<file path="config.mk">
export PLATFORM = sky130hd
export DESIGN_NAME = deserializer_top
export DESIGN_NICKNAME = d
export VERILOG_FILES = /design/src/rtl/serializer_pkg.sv /design/src/rtl/deserializer_top.sv /design/src/rtl/deserializer.sv
export SDC_FILE = /design/constraint.sdc
export NUM_CORES = 1
export LEC_CHECK = 0
export CAP_MARGIN = 30
export CORE_MARGIN = 10
export CORE_UTILIZATION = 58
export CTS_BUF_LIST = sky130_fd_sc_hd__clkbuf_2
export DETAILED_ROUTE_END_ITERATION = 16
export PLACE_DENSITY = 0.85
export SYNTH_ARGS = -nofsm -noshare
export SYNTH_HDL_FRONTEND = slang
export SYNTH_SLANG_ARGS = --single-unit
</file>
<file path="constraint.sdc">
create_clock -name clk_i -period 2 [get_ports clk_i]
set_input_delay 0.4 -clock clk_i [delete_from_list [all_inputs] [get_ports clk_i]]
set_output_delay 0.4 -clock clk_i [all_outputs]
set_load 0.05 [all_outputs]
</file>
<file path="src/rtl/serializer_pkg.sv">
// Constants and encoding rules shared by both ends of the serial link
// (serializer on the transmit side, deserializer on the receive side).
package serializer_pkg;

    localparam int DATA_BUS_WIDTH_DEF = 16;
    localparam int DATA_MOD_WIDTH_DEF = $clog2(DATA_BUS_WIDTH_DEF);

    typedef enum logic {
        ST_IDLE    = 1'b0,
        ST_COLLECT = 1'b1
    } deser_state_t;

    // A word of nbits is reported as nbits; a full-width word wraps to 0.
    function automatic int unsigned mod_encode(input int unsigned nbits,
                                               input int unsigned width);
        return (nbits >= width) ? 0 : nbits;
    endfunction

endpackage

</file>
<file path="src/rtl/deserializer_top.sv">
// Standalone wrapper: one register stage on every input and every output
// so the deserializer can be timed in isolation.
module deserializer_top
    import serializer_pkg::*;
#(
    parameter int DATA_BUS_WIDTH = DATA_BUS_WIDTH_DEF,
    parameter int DATA_MOD_WIDTH = $clog2(DATA_BUS_WIDTH)
) (
    input  logic                      clk_i,
    input  logic                      srst_i,
    input  logic                      data_i,
    input  logic                      data_val_i,
    input  logic                      data_last_i,
    output logic [DATA_BUS_WIDTH-1:0] deser_data_o,
    output logic [DATA_MOD_WIDTH-1:0] deser_data_mod_o,
    output logic                      deser_data_val_o,
    output logic                      busy_o
);

    logic                      data_r, val_r, last_r;
    logic [DATA_BUS_WIDTH-1:0] core_data;
    logic [DATA_MOD_WIDTH-1:0] core_mod;
    logic                      core_val, core_busy;

    always_ff @(posedge clk_i) begin
        if (!srst_i) begin
            data_r           <= 1'b0;
            val_r            <= 1'b0;
            last_r           <= 1'b0;
            deser_data_o     <= '0;
            deser_data_mod_o <= '0;
            deser_data_val_o <= 1'b0;
            busy_o           <= 1'b0;
        end else begin
            data_r           <= data_i;
            val_r            <= data_val_i;
            last_r           <= data_last_i;
            deser_data_o     <= core_data;
            deser_data_mod_o <= core_mod;
            deser_data_val_o <= core_val;
            busy_o           <= core_busy;
        end
    end

    deserializer #(
        .DATA_BUS_WIDTH (DATA_BUS_WIDTH),
        .DATA_MOD_WIDTH (DATA_MOD_WIDTH)
    ) u_deserializer (
        .clk_i            (clk_i),
        .srst_i           (srst_i),
        .data_i           (data_r),
        .data_val_i       (val_r),
        .data_last_i      (last_r),
        .deser_data_o     (core_data),
        .deser_data_mod_o (core_mod),
        .deser_data_val_o (core_val),
        .busy_o           (core_busy)
    );

endmodule

</file>
<file path="src/rtl/deserializer.sv">
// Collects an MSB-first serial stream into parallel words, with optional
// early termination through data_last_i.
module deserializer
    import serializer_pkg::*;
#(
    parameter int DATA_BUS_WIDTH = DATA_BUS_WIDTH_DEF,
    parameter int DATA_MOD_WIDTH = $clog2(DATA_BUS_WIDTH)
) (
    input  logic                      clk_i,
    input  logic                      srst_i,
    input  logic                      data_i,
    input  logic                      data_val_i,
    input  logic                      data_last_i,
    output logic [DATA_BUS_WIDTH-1:0] deser_data_o,
    output logic [DATA_MOD_WIDTH-1:0] deser_data_mod_o,
    output logic                      deser_data_val_o,
    output logic                      busy_o
);

    deser_state_t              state, state_nxt;
    logic [DATA_MOD_WIDTH-1:0] cnt, cnt_nxt;
    logic [DATA_MOD_WIDTH-1:0] pos;
    logic [DATA_BUS_WIDTH-1:0] sr, sr_nxt;
    logic [DATA_BUS_WIDTH-1:0] word;
    logic                      done;
    logic [DATA_BUS_WIDTH-1:0] data_nxt;
    logic [DATA_MOD_WIDTH-1:0] mod_nxt;
    logic                      val_nxt;

    always_ff @(posedge clk_i) begin
        if (!srst_i) begin
            state            <= ST_IDLE;
            cnt              <= '0;
            sr               <= '0;
            deser_data_o     <= '0;
            deser_data_mod_o <= '0;
            deser_data_val_o <= 1'b0;
        end else begin
            state            <= state_nxt;
            cnt              <= cnt_nxt;
            sr               <= sr_nxt;
            deser_data_o     <= data_nxt;
            deser_data_mod_o <= mod_nxt;
            deser_data_val_o <= val_nxt;
        end
    end

    always_comb begin
        state_nxt = state;
        cnt_nxt   = cnt;
        sr_nxt    = sr;
        data_nxt  = deser_data_o;
        mod_nxt   = deser_data_mod_o;
        val_nxt   = 1'b0;

        // Bit position counts down from the MSB as bits arrive.
        pos       = DATA_MOD_WIDTH'(DATA_BUS_WIDTH - 1) - cnt;
        word      = sr;
        word[pos] = data_i;
        for (int i = 0; i < DATA_BUS_WIDTH; i++) begin
            if (i < int'(pos)) begin
                word[i] = 1'b0;
            end
        end

        done = data_val_i &&
               ((cnt == DATA_MOD_WIDTH'(DATA_BUS_WIDTH - 1)) || data_last_i);

        if (data_val_i) begin
            if (done) begin
                data_nxt  = word;
                mod_nxt   = DATA_MOD_WIDTH'(mod_encode(32'(cnt) + 32'd1,
                                                       DATA_BUS_WIDTH));
                val_nxt   = 1'b1;
                cnt_nxt   = '0;
                sr_nxt    = '0;
                state_nxt = ST_IDLE;
            end else begin
                sr_nxt    = word;
                cnt_nxt   = cnt + DATA_MOD_WIDTH'(1);
                state_nxt = ST_COLLECT;
            end
        end
    end

    assign busy_o = (state == ST_COLLECT);

endmodule

</file>
* Yosys cells after proc, flatten, opt, wreduce, memory -nomap -nowiden
Cells that the tools add are included. W data, S select, Z words.
Storage, ports and cells: bits in registers 67, latch bits 0, bits in writable memories 0, bits in read-only memories 0, bits of input ports 5, output and inout bits 22, memories kept 0
Operators by class: add/subtract/negate cells 3, multiply operators 0, divide/modulo/power cells 0, order comparisons 18, equality and inequality tests 1, shift operators 0, multiplexer cells 23, bitwise operators 0, reductions and logical operators 5
Operators with widths (count):
- $lt A4 B4 Y1 const A | 7
- $mux W1 | 18
- $bwmux W16 | 1
- $lt A3 B4 Y1 const A | 4
- $mux W16 | 1
- $lt A1 B4 Y1 const A | 2
- $lt A2 B4 Y1 const A | 2
- $mux W4 | 2
- $add A4 B1 Y5 const B | 1
- $ge A5 B5 Y1 const B | 1
- $lt A4 B5 Y1 const B | 1
- $add A4 B1 Y4 const B | 1
- $demux W1 S4 | 1
- $eq A4 B4 Y1 const B | 1
- $ge A4 B1 Y1 const B | 1
- $reduce_and A2 Y1 | 2
- $sub A4 B4 Y4 const A | 1
- $logic_and A1 B1 Y1 | 2
- $logic_or A1 B1 Y1 | 1

* Logic depth before layout (Yosys ltp)
depth in word-level cells 8, depth in mapped cells 7, mapped depth without buffers 6

* By module
From an unflattened synthesis, not the netlist that was laid out.
Second synthesis, totals: cell total of the unflattened synthesis 245, area, all modules 2523.7 um^2
Modules (own cells, without submodules):
- deserializer | instances 1, cells an instance 193, area each 1820.5 um^2, seq. area each 820.8 um^2
- deserializer_top | instances 1, cells an instance 52, area each 703.2 um^2, seq. area each 500.5 um^2

* Worst setup path before layout
Ideal clock, no wire load.
kind register to register, start point register u_deserializer.cnt[1], end point register u_deserializer.sr[10], setup time 0.127 ns, arrival time 1.368 ns, required time 1.873 ns, path slack 0.505 ns, stages on the path, launching flop included 8, path buffers 1, clock period less this slack 1.495 ns, cells stage by stage dfxtp_1 -> buf_2 -> inv_1 -> ha_1 -> nor3b_1 -> o21a_1 -> a41oi_1 -> o21ai_0
On the way: word-level cells in the longest chain between the ends 8, elaborated cells on any way between the ends 13
Ends and longest elaborated chain:
- from (decl) | line deserializer.sv:21 | logic [DATA_MOD_WIDTH-1:0] cnt, cnt_nxt;
- from (signal assigned) | line deserializer.sv:40 | cnt <= cnt_nxt;
- $sub A4 B4 Y4 | line deserializer.sv:57 | pos = DATA_MOD_WIDTH'(DATA_BUS_WIDTH - 1) - cnt;
- $lt A4 B5 Y1 (implied by the code) / $ge A4 B1 Y1 (equally long branches) | line deserializer.sv:59 | word[pos] = data_i;
- $logic_and A1 B1 Y1 (implied by the code) | line deserializer.sv:59
- $mux W1 (implied by the code) | line deserializer.sv:59
- $demux W1 S4
- $bwmux W16 | line deserializer.sv:59
- $mux W1 | line deserializer.sv:61 | if (i < int'(pos)) begin
- $mux W16 * | line deserializer.sv:70 | if (done) begin
- to (signal assigned) | line deserializer.sv:41 | sr <= sr_nxt;
- to (decl) | line deserializer.sv:23 | logic [DATA_BUS_WIDTH-1:0] sr, sr_nxt;
Mark *: on every way between the ends. The rest lies on a longest branch, timed or not. A chain may end at the register's enable or synchronous reset.

* Final worst setup path
start point register busy_o, end point output busy_o
RTL lines:
- from (decl) | line deserializer_top.sv:17 | output logic busy_o
- from (signal assigned) | line deserializer_top.sv:41 | busy_o <= core_busy;
No word-level cell between the ends.

==> flow_metrics.env <==
export IMPL_ys_flop_type="dfxtp_1"
export IMPL_fp_dieW_um=85.4
export IMPL_holdWs_ps=449
export IMPL_die_h_um=85.4
export IMPL_synth_top_family_by_area="compound AO/OA/AOI/OAI gates"
export IMPL_cpPeakStageDelay_ps=530
export IMPL_clk_pin_slew_ps=170
export IMPL_drt_iter0_markers=132
export IMPL_cp_slowest_cell="dlygate4sd2_1"
export IMPL_viasPerCell=5.52
export IMPL_finalSetupViolCount=0
export IMPL_p_per_area_mw_per_mm2=746
export IMPL_synth_edf_count=0
export IMPL_fin_cells=324
export IMPL_synthAdderAreaFrac_pct=4.03
export IMPL_clock_path_buffers=2
export IMPL_overflow=0
export IMPL_finalCriticalPeriod_ps=1790
export IMPL_path_buf_inv=1
export IMPL_period_share_pct=89.3
export IMPL_wire_per_inst_um=15.3
export IMPL_vias=1787
export IMPL_max_slew_margin_pct=66.7
export IMPL_synthCells=241
export IMPL_portBuffers=26
export IMPL_critPathTopFamily="buffers and inverters"
export IMPL_r2r_end="u_deserializer.deser_data_o[6]"
export IMPL_h_tree_depth=3
export IMPL_fillers=320
export IMPL_crit_chain="dlygate4sd2_1"
export IMPL_slew_viol_final=0
export IMPL_routed_wl_um=4970
export IMPL_cp_start_kind="flop"
export IMPL_num_io_pins=27
export IMPL_hold_class="primary input to flop"
export IMPL_crit_start="busy_o"
export IMPL_grt_pass1_wl_um=8270
export IMPL_crit_path_end_kind="output port"
export IMPL_synth_compound_area_share_pct=18.9
export IMPL_layout_drive_gt1_share_pct=9.85
export IMPL_rr_startpoint="u_deserializer.cnt[1]"
export IMPL_muxShareOfSynthArea_pct=1.61
export IMPL_critPathRequiredTime_ps=1600
export IMPL_grt_pass1_vias=1699
export IMPL_rsz0062_at_grt="no"
export IMPL_maxCapViolations=0
export IMPL_holdPathStages=2
export IMPL_fin_worst_skew_ps=20.0
export IMPL_root_buffer="clkbuf_2"
export IMPL_synth_top_cells_by_area="dfxtp_1, and2_1, nand2_1"
export IMPL_hpwlAfterDp_um=3560
export IMPL_netlist_area_leader_share_pct=53.2
export IMPL_yosysTopAreaCell="dfxtp_1"
export IMPL_hold_violations=0
export IMPL_worst_slew_pin_slew_ps=502
export IMPL_finalSetupTns_ps=0
export IMPL_syn_to_final_growth_pct=12.8
export IMPL_crit_path_max_fanout=1
export IMPL_coreArea_mm2=0.00406
export IMPL_place_congestion=0.873
export IMPL_initial_core_util_pct=61.2
export IMPL_final_nets=283
export IMPL_antenna_found_initial=0
export IMPL_ys_types=43
export IMPL_cts_hold_buf=0
export IMPL_synthArstFlopShare_pct=0
export IMPL_dr_pass1_iters=6
export IMPL_r2r_cells=5
export IMPL_peakVddDrop_uv=479
export IMPL_reg2reg_slack_ps=270
export IMPL_place_area_mm2=0.00276
export IMPL_synth_seq_cells=66
export IMPL_dp_cells=309
export IMPL_design_area_mm2=0.00280
export IMPL_grt_total_usage_pct=14.3
export IMPL_synth_net_count=254
export IMPL_synth_xor_area_share_pct=0.353
export IMPL_syn_avg_cell_area_um2=10.3
export IMPL_drc=0
export IMPL_endpoint="busy_o"
export IMPL_cts_sinks=66
export IMPL_fmax_ghz=0.560
export IMPL_worst_path_stages=1
export IMPL_synth_area_mm2=0.00248
export IMPL_arrival_ps=1390
export IMPL_worstSkewPairLatency_ps=510
export IMPL_ff_latch_area_mm2=0.00132
export IMPL_synth_simple_area_share_pct=16.7
export IMPL_die_area_mm2=0.00730
export IMPL_crit_type="flop to output port"
export IMPL_antenna_cells=0
export IMPL_yosysWarnings=0
export IMPL_outcome="complete, no violations"
export IMPL_rows=23
export IMPL_final_common_cell="dfxtp_1"
export IMPL_grt_max_degree=20
export IMPL_ys_seq_area_share_pct=53.2
export IMPL_multi_input_area_mm2=0.00103
export IMPL_final_cell_mix="dfxtp_1, nand2_1, and2_1"
export IMPL_ant_nets=0
export IMPL_cts_tree="built"
export IMPL_leakage_nw=1.21
export IMPL_cts_buffers=9
stage by stage:
step           worst slack, ps  utilization (%)  total power (W)
2_1_floorplan              505                -          0.00149
3_3_place_gp               335             67.9          0.00154
3_5_place_dp               315             67.9          0.00154
4_1_cts                    178             69.0          0.00210
5_1_grt                    110             69.0          0.00216
6_report                   215             69.0          0.00209
registers in the layout, indices dropped and copies added (netlist names):
| name | flops |
|---|---|
| u_deserializer.deser_data_mod_o | 4 |
| last_r | 1 |
| u_deserializer.cnt | 4 |
| u_deserializer.busy_o | 1 |
| deser_data_mod_o | 4 |
| data_r | 1 |
| u_deserializer.deser_data_val_o | 1 |
| u_deserializer.deser_data_o | 16 |
| deser_data_val_o | 1 |
| val_r | 1 |
| deser_data_o | 16 |
| u_deserializer.sr | 15 |
| busy_o | 1 |
where the power goes:
part / internal (W) / switching [W] / leakage [nW] / total (W)
Clock: 0.000148 / 0.000438 / 0.0564 / 0.000586
Combinational: 0.0000535 / 0.0000937 / 0.616 / 0.000147
Sequential: 0.00134 / 0.0000146 / 0.535 / 0.00136
Total: 0.00154 / 0.000546 / 1.21 / 0.00209
logic make-up after synthesis:
logic type,count (synthesis)
adders and majority gates,8
buffers and inverters,21
and+or+nand+nor,81
muxes,4
DFF,66
AOI/OAI and AO/OA,60
xor gates and xnor gates,1
worst min path at each step:
| stage | endpoint | slack, ps | startpoint |
|---|---|---|---|
| 2_1_floorplan | deser_data_val_o | 410 | u_deserializer.deser_data_val_o |
| 3_3_place_gp | deser_data_val_o | 420 | u_deserializer.deser_data_val_o |
| 3_5_place_dp | deser_data_val_o | 420 | u_deserializer.deser_data_val_o |
| 4_1_cts | last_r | 430 | data_last_i |
| 5_1_grt | val_r | 430 | data_val_i |
| 6_report | data_r | 450 | data_i |
final cells by class:
type	instances	share of cell area [%]
multi-input cells	154	36.9
clock buffers	10	1.79
clock inverters	5	0.804
flip-flops and latches	66	47.2
inverters	5	0.670
repair buffers	34	10.5
well taps	50	2.23
cell usage after synthesis (2+ instances only):
cell type,count
and2_1,26
o21ai_0,10
inv_1,4
a21oi_1,2
and3_1,2
mux2i_1,4
nand3_1,8
buf_4,3
nand2_1,27
dfxtp_1,66
o2bb2ai_1,4
buf_6,4
clkbuf_1,2
o21ai_1,4
ha_1,8
a22o_1,9
o22a_1,7
nor2b_1,4
nor2_1,8
buf_2,7
a2bb2oi_1,9
nand2b_1,2
layer usage:
metal / up-vias / share of wire (%) / wire [µm] / global-route usage, %
met5: - / 0 / 0 / 0
met4: 0 / 1.8 / 88 / 7.34
met3: 10 / 7.9 / 392 / 6.79
met2: 48 / 45 / 2250 / 21.3
met1: 836 / 45 / 2230 / 16.6
li1: 893 / - / - / -
repair_timing:
item / 4_1_cts / 5_1_grt
setup buffers: 0 / 0
setup endpoints to repair: 22 / 0
resized for setup: 22 / 0
No activity file was read; power rests on OpenSTA's default activity.
